File: config.mk
export PLATFORM = sky130hd
export DESIGN_NAME = trade_history_buffer_flat
export DESIGN_NICKNAME = d
export VERILOG_FILES = /design/src/rtl/trade_history_buffer_pkg.sv /design/src/rtl/trade_history_buffer_if.sv /design/src/rtl/trade_history_buffer_ram.sv /design/src/rtl/trade_history_buffer.sv /design/src/flat_wrapper.sv
export SDC_FILE = /design/constraint.sdc
export NUM_CORES = 1
export LEC_CHECK = 0
export ABC_AREA = 1
export CAP_MARGIN = 25
export CORE_UTILIZATION = 40
export CTS_BUF_LIST = sky130_fd_sc_hd__clkbuf_4 sky130_fd_sc_hd__clkbuf_8
export DETAILED_ROUTE_END_ITERATION = 12
export REMOVE_ABC_BUFFERS = 1
export SYNTH_ARGS = -nofsm -noshare
export SYNTH_HDL_FRONTEND = slang
export SYNTH_SLANG_ARGS = --single-unit
File: constraint.sdc
create_clock -name clk -period 2.6 [get_ports clk]
set_clock_uncertainty 0.1 [all_clocks]
set_input_delay 0.52 -clock clk [delete_from_list [all_inputs] [get_ports clk]]
set_output_delay 0.52 -clock clk [all_outputs]
set_load 0.02 [all_outputs]
File: src/rtl/trade_history_buffer_pkg.sv
// Price constants shared by the matching engine, the trade history buffer and the display.
// Statistic init values are chosen so that the first capture after reset/clear sets both high and low.
package trade_history_buffer_pkg;

  localparam int              PRICE_W         = 8;
  localparam logic [PRICE_W-1:0] PRICE_LOW_INIT  = 8'hFF;
  localparam logic [PRICE_W-1:0] PRICE_HIGH_INIT = 8'h00;

endpackage

File: src/rtl/trade_history_buffer_if.sv
// Trade input, control and chart read-port bundle between the engine/controller/renderer and the history buffer.
// master = the driving side (engine, controller, renderer), slave = the history buffer.
interface trade_history_buffer_if
  import trade_history_buffer_pkg::*;
#(
    parameter int DEPTH = 64,
    parameter int PW    = PRICE_W
);
    localparam int AW = $clog2(DEPTH);

    logic          trade_valid;
    logic [PW-1:0] trade_price;
    logic          enable;
    logic          halt;
    logic          clear;
    logic [AW-1:0] rd_addr;
    logic [PW-1:0] rd_data;
    logic          rd_valid;
    logic [AW:0]   count;
    logic [PW-1:0] last_price;
    logic [PW-1:0] high_price;
    logic [PW-1:0] low_price;
    logic          new_trade;

    modport master (
        output trade_valid, trade_price, enable, halt, clear, rd_addr,
        input  rd_data, rd_valid, count, last_price, high_price, low_price, new_trade
    );

    modport slave (
        input  trade_valid, trade_price, enable, halt, clear, rd_addr,
        output rd_data, rd_valid, count, last_price, high_price, low_price, new_trade
    );

endinterface

File: src/rtl/trade_history_buffer_ram.sv
// Trade RAM: simple dual-port history store, one write port and one registered read port.
// Read returns pre-write contents on an address collision; the array is not reset so it maps to block RAM.
module trade_history_buffer_ram #(
    parameter int DEPTH = 64,
    parameter int PW    = 8,
    localparam int AW   = $clog2(DEPTH)
) (
    input  logic          clk,
    input  logic          we,
    input  logic [AW-1:0] wr_addr,
    input  logic [PW-1:0] wr_data,
    input  logic [AW-1:0] rd_addr,
    output logic [PW-1:0] rd_q
);

    logic [PW-1:0] mem [DEPTH];

    always_ff @(posedge clk) begin
        if (we) begin
            mem[wr_addr] <= wr_data;
        end
        rd_q <= mem[rd_addr];
    end

endmodule

File: src/rtl/trade_history_buffer.sv
// Circular history of the last DEPTH trade prices with session last/high/low statistics.
// Chart reads are addressed by age (0 = newest) with one cycle of latency.
module trade_history_buffer
  import trade_history_buffer_pkg::*;
#(
    parameter int DEPTH = 64,
    parameter int PW    = PRICE_W
) (
    input  logic                   clk,
    input  logic                   reset,
    trade_history_buffer_if.slave  bus
);

    localparam int          AW        = $clog2(DEPTH);
    localparam logic [AW:0] DEPTH_CNT = (AW+1)'(DEPTH);

    function automatic logic [AW:0] count_sat(input logic [AW:0] c);
        return (c == DEPTH_CNT) ? c : c + 1'b1;
    endfunction

    logic          trade_valid_p1;
    logic [AW-1:0] wr_ptr;
    logic [AW:0]   count_q;
    logic [PW-1:0] last_q;
    logic [PW-1:0] high_q;
    logic [PW-1:0] low_q;
    logic          new_trade_q;
    logic          rd_valid_p1;
    logic [PW-1:0] ram_q_p1;

    logic          trade_evt;
    logic          capture;
    logic [AW-1:0] rd_phys;
    logic          rd_hit;

    // Request stage: edge detect, capture qualification and age-to-address translation
    assign trade_evt = bus.trade_valid & ~trade_valid_p1;
    assign capture   = trade_evt & bus.enable & ~bus.halt & ~bus.clear;
    assign rd_phys   = wr_ptr - AW'(1) - bus.rd_addr;
    assign rd_hit    = ({1'b0, bus.rd_addr} < count_q);

    trade_history_buffer_ram #(
        .DEPTH (DEPTH),
        .PW    (PW)
    ) u_ram (
        .clk     (clk),
        .we      (capture),
        .wr_addr (wr_ptr),
        .wr_data (bus.trade_price),
        .rd_addr (rd_phys),
        .rd_q    (ram_q_p1)
    );

    always_ff @(posedge clk or negedge reset) begin
        if (!reset) begin
            trade_valid_p1 <= 1'b0;
            wr_ptr         <= '0;
            count_q        <= '0;
            last_q         <= '0;
            high_q         <= PW'(PRICE_HIGH_INIT);
            low_q          <= PW'(PRICE_LOW_INIT);
            new_trade_q    <= 1'b0;
            rd_valid_p1    <= 1'b0;
        end else begin
            // Edge register keeps tracking while halted so resume never fakes an event
            trade_valid_p1 <= bus.trade_valid;
            new_trade_q    <= capture;
            rd_valid_p1    <= rd_hit;
            if (bus.clear) begin
                wr_ptr  <= '0;
                count_q <= '0;
                last_q  <= '0;
                high_q  <= PW'(PRICE_HIGH_INIT);
                low_q   <= PW'(PRICE_LOW_INIT);
            end else if (capture) begin
                wr_ptr  <= wr_ptr + AW'(1);
                count_q <= count_sat(count_q);
                last_q  <= bus.trade_price;
                if (bus.trade_price > high_q) high_q <= bus.trade_price;
                if (bus.trade_price < low_q)  low_q  <= bus.trade_price;
            end
        end
    end

    // Output stage: read data forced to zero for ages beyond the stored count
    assign bus.rd_data    = rd_valid_p1 ? ram_q_p1 : '0;
    assign bus.rd_valid   = rd_valid_p1;
    assign bus.count      = count_q;
    assign bus.last_price = last_q;
    assign bus.high_price = high_q;
    assign bus.low_price  = low_q;
    assign bus.new_trade  = new_trade_q;

endmodule

File: src/flat_wrapper.sv
// flat-port wrapper written by rule: the top's interface ports become plain ports
module trade_history_buffer_flat import trade_history_buffer_pkg::*;
#(
    parameter int DEPTH = 64,
    parameter int PW    = PRICE_W
)
  (clk, reset, bus_trade_valid, bus_trade_price, bus_enable, bus_halt, bus_clear, bus_rd_addr, bus_rd_data, bus_rd_valid, bus_count, bus_last_price, bus_high_price, bus_low_price, bus_new_trade);
  trade_history_buffer_if #(.DEPTH(DEPTH), .PW(PW)) bus_i ();
  input  logic clk;
  input  logic reset;
  input wire logic [$bits(bus_i.trade_valid)-1:0] bus_trade_valid;
  input wire logic [$bits(bus_i.trade_price)-1:0] bus_trade_price;
  input wire logic [$bits(bus_i.enable)-1:0] bus_enable;
  input wire logic [$bits(bus_i.halt)-1:0] bus_halt;
  input wire logic [$bits(bus_i.clear)-1:0] bus_clear;
  input wire logic [$bits(bus_i.rd_addr)-1:0] bus_rd_addr;
  output wire logic [$bits(bus_i.rd_data)-1:0] bus_rd_data;
  output wire logic [$bits(bus_i.rd_valid)-1:0] bus_rd_valid;
  output wire logic [$bits(bus_i.count)-1:0] bus_count;
  output wire logic [$bits(bus_i.last_price)-1:0] bus_last_price;
  output wire logic [$bits(bus_i.high_price)-1:0] bus_high_price;
  output wire logic [$bits(bus_i.low_price)-1:0] bus_low_price;
  output wire logic [$bits(bus_i.new_trade)-1:0] bus_new_trade;
  assign bus_i.trade_valid = bus_trade_valid;
  assign bus_i.trade_price = bus_trade_price;
  assign bus_i.enable = bus_enable;
  assign bus_i.halt = bus_halt;
  assign bus_i.clear = bus_clear;
  assign bus_i.rd_addr = bus_rd_addr;
  assign bus_rd_data = bus_i.rd_data;
  assign bus_rd_valid = bus_i.rd_valid;
  assign bus_count = bus_i.count;
  assign bus_last_price = bus_i.last_price;
  assign bus_high_price = bus_i.high_price;
  assign bus_low_price = bus_i.low_price;
  assign bus_new_trade = bus_i.new_trade;
  trade_history_buffer #(.DEPTH(DEPTH), .PW(PW)) u_core (.clk(clk), .reset(reset), .bus(bus_i));
endmodule
Yosys cells after proc, flatten, opt, wreduce, memory -nomap -nowiden

Memory sizes are Yosys's and may differ from the RTL's. A register that Yosys moved wholly into a read port is not among the register bits.
Cells that the tools add are included.

Register bits after elaboration: 40
Latch bits: 0
Bits in writable memories: 512
Bits in read-only memories: 0
Input port bits: 20
Output and inout bits: 41
Word-level logic and storage cells: 47
Memories kept: 1

$add $sub $neg: 4
Multipliers: 0
Divide/modulo/power cells: 0
Order comparisons: 3
Equality and inequality tests: 2
Shift-type cells: 0
Mux-type cells: 16
Bitwise gates (word level): 7
Reduce and logical (&&, ||, !) cells: 6

Memories:

| memory           | depth | width | read ports | clocked after memory_dff | write ports | line                           | text |
|---|---|---|---|---|---|---|---|
| u_core.u_ram.mem | 64    | 8     | 1          | 1                        | 1           | trade_history_buffer_ram.sv:16 | `logic [PW-1:0] mem [DEPTH];` |

Operators by type and width:

| kind                                              | count |
|---|---|
| two-way mux 8 bit                                 | 9 |
| two-way mux 7 bit                                 | 3 |
| two-way mux 6 bit                                 | 2 |
| greater-than comparator 8 bit                     | 1 |
| less-than comparator 8 bit                        | 1 |
| adder 7 x 1 -> 7 bit (second input constant)      | 1 |
| == test 7 bit (second input constant)             | 1 |
| less-than comparator 6 x 7 -> 1 bit               | 1 |
| adder 6 x 1 -> 6 bit (second input constant)      | 1 |
| AND reduction 2 bit                               | 3 |
| nonzero test 2 bit                                | 3 |
| subtractor 6 x 1 -> 6 bit (second input constant) | 1 |
| subtractor 6 bit                                  | 1 |
| AND 1 bit                                         | 4 |
| inverter 1 bit                                    | 3 |
| two-way mux 1 bit                                 | 2 |
| != test 2 bit (second input constant)             | 1 |

Longest topological paths before layout

Word-level depth: 7
Mapped depth: 16
Depth with buffers taken out: 13

Hierarchy

From an unflattened synthesis, not the netlist that was laid out.

Cells, all modules: 2143
Area, all modules: 24004.3 µm²

Modules (own cells, without submodules):

| module                   | times used | cells each | area each (µm²) | seq. area each (µm²) |
|---|---|---|---|---|
| trade_history_buffer_ram | 1          | 1805       | 21339.2         | 15534.9 |
| trade_history_buffer     | 1          | 338        | 2665.1          | 1011.0 |

Worst setup path after synthesis

Ideal clock, no wire load.

Path kind: input port to flip-flop
Start point: input port bus_rd_addr[0]
End point: register u_core.u_ram.rd_q[1] (read register of u_core.u_ram.mem)
Setup time: 0.114 ns
Arrival: 2.362 ns
Data required time: 2.386 ns
Slack: 0.025 ns
Stages on the path: 15
Buffers on the path: 2
Path through: inv_1 ha_1 fa_1 inv_1 clkbuf_1 clkbuf_1 nand3_1 nand2_1 nand2_1 nand2_1 nand2_1 nand3_1 nand2_1 nand2_1 nand2_1

Longest elaborated chain between the ends: 1

RTL lines:

| item               | line                           | text |
|---|---|---|
| start: declaration | flat_wrapper.sv:16             | `input wire logic [$bits(bus_i.rd_addr)-1:0] bus_rd_addr;` |
| subtractor 6 bit   | trade_history_buffer.sv:39     | `assign rd_phys = wr_ptr - AW'(1) - bus.rd_addr;` |
| end: declaration   | trade_history_buffer_ram.sv:13 | `output logic [PW-1:0] rd_q` |

Every way passes these cells.
A chain may end at the register's enable or synchronous reset.

Worst setup path in the final report

Start point: register u_core.wr_ptr[0]
End point: register u_core.u_ram.rd_q[4] (read register of u_core.u_ram.mem)

Longest elaborated chain between the ends: 2

RTL lines:

| item                      | line                       | text |
|---|---|---|
| start: declaration        | trade_history_buffer.sv:22 | `logic [AW-1:0] wr_ptr;` |
| start signal: assignment  | trade_history_buffer.sv:76 | `wr_ptr <= wr_ptr + AW'(1);` |
| subtractor 6 x 1 -> 6 bit | trade_history_buffer.sv:39 |  |
| subtractor 6 bit          | trade_history_buffer.sv:39 |  |

Every way passes these cells.

==> impl_metrics.env <==
export IMPL_status="finished, violations left"
export IMPL_violations="setup timing"
export IMPL_ios=61
export IMPL_sequentialPowerShare_pct=49.4
export IMPL_switching_share_pct=24.9
export IMPL_grt_antenna_before_repair=1
export IMPL_wl_per_cell_um=20.1
export IMPL_wirelength_um=69900
export IMPL_crit_family="adder cells"
export IMPL_grt_overflow=0
export IMPL_fillers=5368
export IMPL_ys_warnings_count=0
export IMPL_crit_path_end_kind="register"
export IMPL_max_freq_mhz=370
export IMPL_final_layout_size_suffix_gt1_share_pct=16.1
export IMPL_fin_area_um2=29700
export IMPL_grt_max_degree=66
export IMPL_p_int_w=0.0151
export IMPL_p_per_area_nw_per_um2=676
export IMPL_worstMarginPinSlew_ns=0.930
export IMPL_drt_pass1_iter_count=6
export IMPL_cts_tree="done"
export IMPL_fin_crit_ns=2.71
export IMPL_start_util_pct=40.4
export IMPL_setup_violations_final=8
export IMPL_fin_crit_sh_pct=104
export IMPL_die_area_um2=61800
export IMPL_p_switching_w=0.00500
export IMPL_areaGrowthSynthToFinish_pct=22.1
export IMPL_crit_top_cell="nand2_1"
export IMPL_grt_pass1_vias=17700
export IMPL_p_clk_share_pct=40.0
export IMPL_nets=2667
export IMPL_relSlewSlack_pct=38.0
export IMPL_final_seq_area_um2=16500
export IMPL_rows=90
export IMPL_path_buf_inv=3
export IMPL_worstSetupStartpointType="register"
export IMPL_combPwrFrac_pct=10.6
export IMPL_grt_usage_pct=22.6
export IMPL_vias=17900
export IMPL_crit_chain="ha_4 -> fa_4 -> buf_12 -> inv_12 -> buf_12 -> nand3_1 -> nand2_1 -> nand2_1 -> nand2_1 -> nand2_1 -> nand3_1 -> nand2_1 -> nand2_1 -> nand2_1"
export IMPL_worst_endpoint_arrival_ns=3.24
export IMPL_worstSetupPathType="reg2reg"
export IMPL_final_cell_mix="902 x nand2_1, 512 x edfxtp_1, 346 x nand3_1, 221 x inv_1, 149 x buf_4"
export IMPL_slowest_delay_ns=0.82
export IMPL_cts_clk_slew_worst_paths_ns=0.06
export IMPL_vias_per_cell=5.15
export IMPL_cts_buffers=90
export IMPL_ant_nets=0
export IMPL_syn_area_um2=24300
export IMPL_dp_hpwl_um=43400
export IMPL_ir_worst_vdd_mv=0.348
export IMPL_core_um2=60200
export IMPL_min_path_type="in2reg"
export IMPL_drcViolationCount=0
export IMPL_hold_worst_slack_ns=0.116
export IMPL_cap_violations=0
export IMPL_hold_violations=0
export IMPL_ctsHtreeMaxLevel=3
export IMPL_worst_r2r_setup_slack_ns=-0.11
export IMPL_slew_violations=0
export IMPL_syn_inst=2383
export IMPL_synthDistinctLibCells=33
export IMPL_cts_sinks=560
export IMPL_final_common_cell="nand2_1"
export IMPL_cp_max_fo=16
export IMPL_setup_slack_ns=-0.105
export IMPL_die_y_um=249
export IMPL_grt_pass1_wl_um=106000
export IMPL_cts_max_path_buffers=3
export IMPL_multi_input_area_um2=6760
export IMPL_p_leak_nw=12.4
export IMPL_synth_seq_cells=560
export IMPL_dpl_cell_area_um2=27200
export IMPL_routabilityCongestion=0.930
export IMPL_finish_utilization_pct=49.3
export IMPL_rsz0062_at_grt="true"
export IMPL_port_buffers=60
export IMPL_die_w_um=249
export IMPL_synth_seq_area_share_pct=68.0
export IMPL_synth_avg_cell_area_um2=10.2
export IMPL_crit_required_ns=3.14
export IMPL_drt_iter0_markers=1647
export IMPL_insertion_delay_ns=0.69
export IMPL_critPathSlowestCell="fa_4"
export IMPL_cts_root_buf="clkbuf_8"
metal layers:
layer	routed length [um]	global-route usage [%]
met3	4830	3.56
met1	29400	30.2
met2	33000	36.5
met4	2630	9.99
met5	0	0
power by group through the flow:
stage                     combinational (W)  sequential (W)  clock, W
after detailed placement            0.00198          0.0101         0
after global placement              0.00197          0.0101         0
after global routing                0.00231         0.00993   0.00856
after CTS                           0.00208         0.00993   0.00817
after floorplan                     0.00103          0.0101         0
final                               0.00212         0.00993   0.00804
metrics by stage:
stage / TNS [ns] / power, W / std cells / setup slack, ns
5_1_grt: -1.25 / 0.0208 / 3479 / -0.181
2_1_floorplan: -72.11 / 0.0112 / 2266 / -9.01
3_3_place_gp: -7.48 / 0.0121 / 3289 / -0.964
3_5_place_dp: -8.28 / 0.0121 / 3289 / -0.976
6_report: -0.647 / 0.0201 / 3480 / -0.105
4_1_cts: -1.10 / 0.0202 / 3474 / -0.179
synth_stat cells (all sizes together):
library cell	instances	area share [%]
a21oi	15	0.31
o22ai	2	0.051
xnor2	4	0.17
nand4	6	0.15
o21a	1	0.031
o21bai	1	0.031
xor2	2	0.10
dfrtp	32	3.3
dfxtp	8	0.66
a221oi	1	0.036
nor3	5	0.10
dfstp	8	0.86
clkinv	2	0.031
buf	53	1.0
o211ai	2	0.062
o21ai	29	0.60
nand2	921	14
nor4	1	0.026
clkbuf	64	0.99
nand3b	1	0.031
fa	1	0.082
edfxtp	512	63
nand3	381	7.8
inv	223	3.4
nor2	76	1.2
nor3b	1	0.031
a21o	1	0.031
ha	28	1.4
and3	1	0.026
o31ai	1	0.031
cell families (layout without fill, tap and decap cells):
group,count (synthesis),in the layout,synth area share (%)
AO/OA/AOI/OAI,53,53,1.18
AND/OR/NAND/NOR,1393,1393,23.6
buffers and inverters,342,655,5.46
flip-flops,560,560,68.0
XOR/XNOR,6,6,0.278
adder cells (fa/ha/maj),29,29,1.52
other,0,2,0
final cells by class:
cell class              instances  share of cell area, %
flip-flops and latches        560                   55.7
diodes                          2                 0.0168
clock buffers                 136                   5.69
clock inverters                34                  0.838
inverters                     225                   2.90
repair buffers                260                   8.86
multi-input cells            1481                   22.7
well taps                     782                   3.29
repair_timing:
item | CTS | global route
pin swaps | 5 | 11
hold buffers | 1 | 0
endpoints found under the hold margin | 32 | 0
resized for setup | 50 | 43
cloned | 2 | 1
buffers inserted | 12 | 4
endpoints found under the setup margin | 17 | 9
state kept, by name (all words and copies together) (netlist names):
name	flops
u_core.bus.new_trade	1
u_core.u_ram.rd_q	8
u_core.bus.count	7
u_core.bus.low_price	8
u_core.bus.high_price	8
u_core.u_ram.mem	512
u_core.wr_ptr	6
u_core.bus.rd_valid	1
u_core.bus.last_price	8
u_core.trade_valid_p1	1
final timing paths:
kind	startpoint	end	cells after the start
max	u_core.wr_ptr[0]	u_core.u_ram.rd_q[4]	14
min	bus_trade_price[5]	u_core.bus.last_price[5]	3
max reg2reg	u_core.wr_ptr[0]	u_core.u_ram.rd_q[4]	14
min reg2reg	u_core.bus.last_price[7]	u_core.bus.last_price[7]	2
max in group asynchronous	reset	u_core.bus.rd_valid	2
min in group asynchronous	reset	u_core.bus.high_price[0]	2
worst min-delay path, stage by stage:
cell     delay (ns)
buf_2          0.17
inv_1          0.08
o21ai_0        0.09
No activity file was read; power rests on OpenSTA's default activity.
